## src/rtl/timer_bcd.sv

```systemverilog
// Binary-to-BCD converter for a 16-bit timer count: shift-and-add-3 over 16 cycles,
// a ready/valid output handshake, and a one-entry pending buffer for samples that arrive while busy.
module timer_bcd (
    input  logic        clock,
    input  logic        reset,
    input  logic [15:0] t_in,
    input  logic        t_valid_in,
    output logic [19:0] bcd_out,
    output logic        bcd_valid,
    input  logic        bcd_ready,
    output logic        busy,
    output logic        overrun
);

    localparam logic [1:0] ST_IDLE = 2'd0;
    localparam logic [1:0] ST_CONV = 2'd1;
    localparam logic [1:0] ST_OUT  = 2'd2;

    logic [1:0]  state;
    logic [15:0] bin_q;
    logic [19:0] acc_q;
    logic [4:0]  step_q;
    logic [15:0] pend_val;
    logic        pend_flag;

    logic [19:0] acc_adj;
    logic [19:0] acc_next;

    // NOTE: always_comb assigns every output a default first, so no path can infer a latch.
    always_comb begin
        acc_adj = acc_q;
        for (int i = 0; i < 5; i++) begin
            if (acc_q[4*i +: 4] >= 4'd5)
                acc_adj[4*i +: 4] = acc_q[4*i +: 4] + 4'd3;
        end
        acc_next = {acc_adj[18:0], bin_q[15]};
    end

    assign busy = (state != ST_IDLE);

    // NOTE: sequential state uses non-blocking assignments so every register samples pre-edge values.
    always_ff @(posedge clock or negedge reset) begin
        if (!reset) begin
            state     <= ST_IDLE;
            bin_q     <= '0;
            acc_q     <= '0;
            step_q    <= '0;
            bcd_out   <= '0;
            bcd_valid <= 1'b0;
            pend_val  <= '0;
            pend_flag <= 1'b0;
            overrun   <= 1'b0;
        end else begin
            case (state)
                ST_IDLE: begin
                    if (t_valid_in) begin
                        bin_q  <= t_in;
                        acc_q  <= '0;
                        step_q <= 5'd16;
                        state  <= ST_CONV;
                    end
                end

                ST_CONV: begin
                    acc_q  <= acc_next;
                    bin_q  <= {bin_q[14:0], 1'b0};
                    step_q <= step_q - 5'd1;
                    if (step_q == 5'd1) begin
                        bcd_out   <= acc_next;
                        bcd_valid <= 1'b1;
                        state     <= ST_OUT;
                    end
                    if (t_valid_in) begin
                        pend_val  <= t_in;
                        pend_flag <= 1'b1;
                        if (pend_flag) overrun <= 1'b1;
                    end
                end

                ST_OUT: begin
                    if (bcd_ready) begin
                        // Handshake: restart directly from here, live input beats the buffered one.
                        bcd_valid <= 1'b0;
                        pend_flag <= 1'b0;
                        if (t_valid_in) begin
                            bin_q  <= t_in;
                            acc_q  <= '0;
                            step_q <= 5'd16;
                            state  <= ST_CONV;
                            if (pend_flag) overrun <= 1'b1;
                        end else if (pend_flag) begin
                            bin_q  <= pend_val;
                            acc_q  <= '0;
                            step_q <= 5'd16;
                            state  <= ST_CONV;
                        end else begin
                            state <= ST_IDLE;
                        end
                    end else if (t_valid_in) begin
                        pend_val  <= t_in;
                        pend_flag <= 1'b1;
                        if (pend_flag) overrun <= 1'b1;
                    end
                end

                default: state <= ST_IDLE;
            endcase
        end
    end

endmodule

```

## config.mk

```make
export PLATFORM = sky130hd
export DESIGN_NAME = timer_bcd
export DESIGN_NICKNAME = d
export VERILOG_FILES = /design/src/rtl/timer_bcd.sv
export SDC_FILE = /design/constraint.sdc
export NUM_CORES = 1
export LEC_CHECK = 0
export ABC_AREA = 1
export BUFFER_PORTS_ARGS = -buffer_cell sky130_fd_sc_hd__buf_2
export CAP_MARGIN = 20
export CORE_UTILIZATION = 39
export CTS_BUF_LIST = sky130_fd_sc_hd__clkbuf_4 sky130_fd_sc_hd__clkbuf_8
export DETAILED_ROUTE_END_ITERATION = 10
export GPL_ROUTABILITY_DRIVEN = 0
export PLACE_DENSITY = 0.66
export SYNTH_ARGS = -nofsm -noshare
export SYNTH_HDL_FRONTEND = slang
export SYNTH_SLANG_ARGS = --single-unit
```

## constraint.sdc

```tcl
create_clock -name clock -period 1.7 [get_ports clock]
set_clock_uncertainty 0.15 [all_clocks]
set_input_delay 0.085 -clock clock [delete_from_list [all_inputs] [get_ports clock]]
set_output_delay 0.085 -clock clock [all_outputs]
set_load 0.1 [all_outputs]
```

==> out/summary.md <==
For the static leakage, the log shows 3.00 nW. For this design, the slowest cell found on the critical path is dfrtp_1. The ratio of final minimum period to clock period is 0.993, and the part of the power in registers is 0.316. In this run the standard cell core region covers 11100 µm².

Leaving out fill and tap cells, the most frequent cells in the layout are 251 x nand2_1, 82 x dfrtp_1, 81 x inv_1, 42 x o21ai_0, 40 x buf_2. Clock-pin slew was measured on the worst setup and hold paths at 0.09 ns. During synthesis, Yosys emitted a total of 0 warnings. Of all nets on the critical path, the largest fanout is 5. Largest stage delay on the critical path: 0.41 ns.

The achievable clock frequency is 593 MHz, and the number of register bits inferred by synthesis is 82. In the routed design, unresolved DRC markers number 0. Kind of path behind the tightest hold check: in -> async.

The signal on the critical path passes through buf_6 > ha_2 > inv_2 > nand2_4 > nor3_4 > buf_12 > clkbuf_16 > nand2_1 > nand2_1. The chip height is 110 µm. In the final layout, the multi-input gates occupy 2100 µm². After synthesis, the mean cell area works out to 7.25 µm². The number of cell rows is 38. The boundary pin count was 43; the initial antenna violation count was 0. TritonCTS built the clock tree. The run gives 2 as the maximum buffer depth of the clock tree. The data required time of the worst path came out at 1.85 ns. Summed over all layers, the global routing overflow is 0.

STA classifies the critical path endpoint as a flop. Category of the worst setup path launch point: a flop. In this run, the number of DRC markers left after iteration 0 of detailed routing was 165. During placement, the flow inserted port buffers numbering 42. The fraction of final layout cells with drive strength greater than 1 works out to 0.197.

The internal reg-to-reg setup slack came out at 0.01 ns. The most repeated library cell on the critical path was nand2_1. The logs give 0.408 for the starting density of the core and 0.0123 ns for the final setup slack of the worst path.

At the worst endpoint, the arrival time is 1.84 ns. The overall routing resource usage is 0.181. The worst-case IR drop observed on VDD is 0.750 mV.

The width of the die works out to 110 µm. The internal power of the cells totals 4.70 mW. The clock period minus worst slack is 1.69 ns. The portion of the post-synthesis area used by sequential elements came out at 0.454.

Setup repair after global routing could not meet its margin everywhere. The first TritonRoute pass finished after 4 iterations. The number of sinks on the clock net was 82; the average via count per standard cell was 4.81. TritonCTS created 9 clock buffers. The flow ran to the end, and the final reports show no timing, DRC or antenna violations.

The most frequent standard cell in the layout excluding fill and tap cells was nand2_1. The via count of the first global-routing pass was 3932; the total power per unit cell area was 1490 nW/µm². The sum of routed wire length over all layers came out at 10200 µm.

The repair_antennas step left the layout with diodes totalling 0. The detailed router placed 4049 vias in this run. The run gives 0 as the number of endpoints failing setup at the final stage.

The total die area was 12000 µm²; the synthesized instance count was 623. The sequential cells in the finished layout cover a total of 2050 µm². For the post-place setup slack, the log shows -0.104 ns. The class of the most critical setup path was reg -> reg. Entering global routing, the biggest net connects 52 pins. The count of nets after finishing was 733; the switching share of power was 0.438.

The max-slew headroom at the worst pin is 0.674, and the count of cell types in the netlist is 25. The logs give 0 for the number of hold violations in the final report and 0.508 for the final core utilization. The layout has 1055 filler cells.

Power dissipated by switching net loads: 3.67 mW. The fraction of power consumed by combinational cells is 0.526, and the maximum level of the CTS H-tree is 3. The design draws 8.37 mW. Detailed placement ended at an HPWL of 6470 µm. At the pin with the least slew margin, the transition time is 0.492 ns. The cell area after technology mapping is 4520 µm², and the wire length of the first global-routing pass is 17100 µm. Once detail routing completed, the nets flagged for antenna violations numbered 0.

For the number of max-cap violations, the log shows 0. Counting every net in the synthesized netlist gives 659. The clock tree root buffer cell is clkbuf_8.

The area growth from synthesis to layout is 24.6%. After detailed routing, the average wire length per cell comes to 12.2 µm. Clock latency on the worst-skew pair, taken at its later pin, is 0.37 ns. The relative contribution of the clock network to total power was 0.158; the number of pins with negative max-slew slack in the final report was 0.
area by class of cell:
class	instances	area share
Clock buffer	9	0.0220
Clock inverter	7	0.00956
Inverter	90	0.0623
Multi-Input combinational cell	428	0.374
Sequential cell	82	0.365
Tap cell	140	0.0311
Timing Repair Buffer	86	0.136
registers in the layout, indices dropped and copies added (netlist names):
name       flops
pend_flag      1
bin_q         16
acc_q         20
overrun        1
bcd_out       20
pend_val      16
state          2
step_q         5
bcd_valid      1
worst paths after layout:
path                            startpoint           to  depth (start not counted)
worst max-delay path              state[0]    acc_q[16]                          9
worst min-delay path                 reset  bcd_out[19]                          2
worst max register to register    state[0]    acc_q[16]                          9
worst min register to register     overrun      overrun                          1
max in group asynchronous            reset     bin_q[5]                          3
min in group clock              t_valid_in  pend_val[6]                          5
power by group through the flow:
stage | Combinational [mW] | Clock [mW] | Sequential (mW)
2_1_floorplan | 2.34 | 0 | 2.93
3_3_place_gp | 3.46 | 0 | 2.66
3_5_place_dp | 3.55 | 0 | 2.67
4_1_cts | 3.73 | 1.37 | 2.63
5_1_grt | 4.91 | 1.42 | 2.70
6_report | 4.40 | 1.32 | 2.65
routing by layer:
| metal | track usage | vias up | wire length, µm |
|---|---|---|---|
| li1 | - | 2068 | - |
| met1 | 0.217 | 1886 | 4710 |
| met2 | 0.318 | 82 | 5060 |
| met3 | 0.0385 | 13 | 323 |
| met4 | 0.0695 | 0 | 147 |
| met5 | 0 | - | 0 |
cells by family (layout without fill, tap and decap cells):
| logic type | Yosys count | after routing | synth area share |
|---|---|---|---|
| xor+xnor | 1 | 1 | 0.00194 |
| flops | 82 | 82 | 0.454 |
| buf+inv | 113 | 192 | 0.110 |
| simple gates | 324 | 324 | 0.292 |
| fa+ha+maj | 16 | 16 | 0.0443 |
| compound gates | 87 | 87 | 0.0973 |
critical path: cells and delay by family, from the launching register on:
| kind | cells | cell delay (ns) |
|---|---|---|
| fa+ha+maj | 1 | 0.17 |
| buf+inv | 4 | 0.51 |
| flops | 1 | 0.41 |
| simple gates | 4 | 0.38 |
cells in the mapped netlist:
master    instances  share of area
o21ai_1          11          0.012
inv_1            86          0.071
buf_4             6          0.010
nor2_4            1         0.0025
nand4_1          10          0.014
xor2_1            1         0.0019
nor3_4            1         0.0036
clkbuf_1          2         0.0017
nand2_4           1         0.0025
o22ai_1           1         0.0014
a21o_1            1         0.0017
buf_6             5          0.012
inv_2             4         0.0033
ha_1             16          0.044
a21oi_1          12          0.013
nor2_1           10         0.0083
dfrtp_1          82           0.45
buf_2             9          0.010
nor2_2            3         0.0042
clkbuf_2          1         0.0011
nand3_1          16          0.018
nand2_1         276           0.23
o21ai_0          62          0.069
nand3_2           2         0.0044
nand2_2           4         0.0055
timing repair:
item	CTS	global route
buffers inserted	1	3
gates resized for setup	5	61
cloned	0	4
pin swaps	0	17
hold endpoints to repair	115	0
endpoints found under the setup margin	60	72
hold buffers	18	0
per-stage QoR:
stage                     area (µm²)  hold WS (ns)  cells  TNS (ns)
final                           5630       0.00217    842         0
after CTS                       5370       0.00205    835         0
after global routing            5630        0.0369    842     -1.72
after detailed placement        4970        -0.139    800     -2.43
after floorplan                 4520        -0.361    623         0
after global placement          4970        -0.142    800    -0.854
Power figures use the tool's default switching activity.
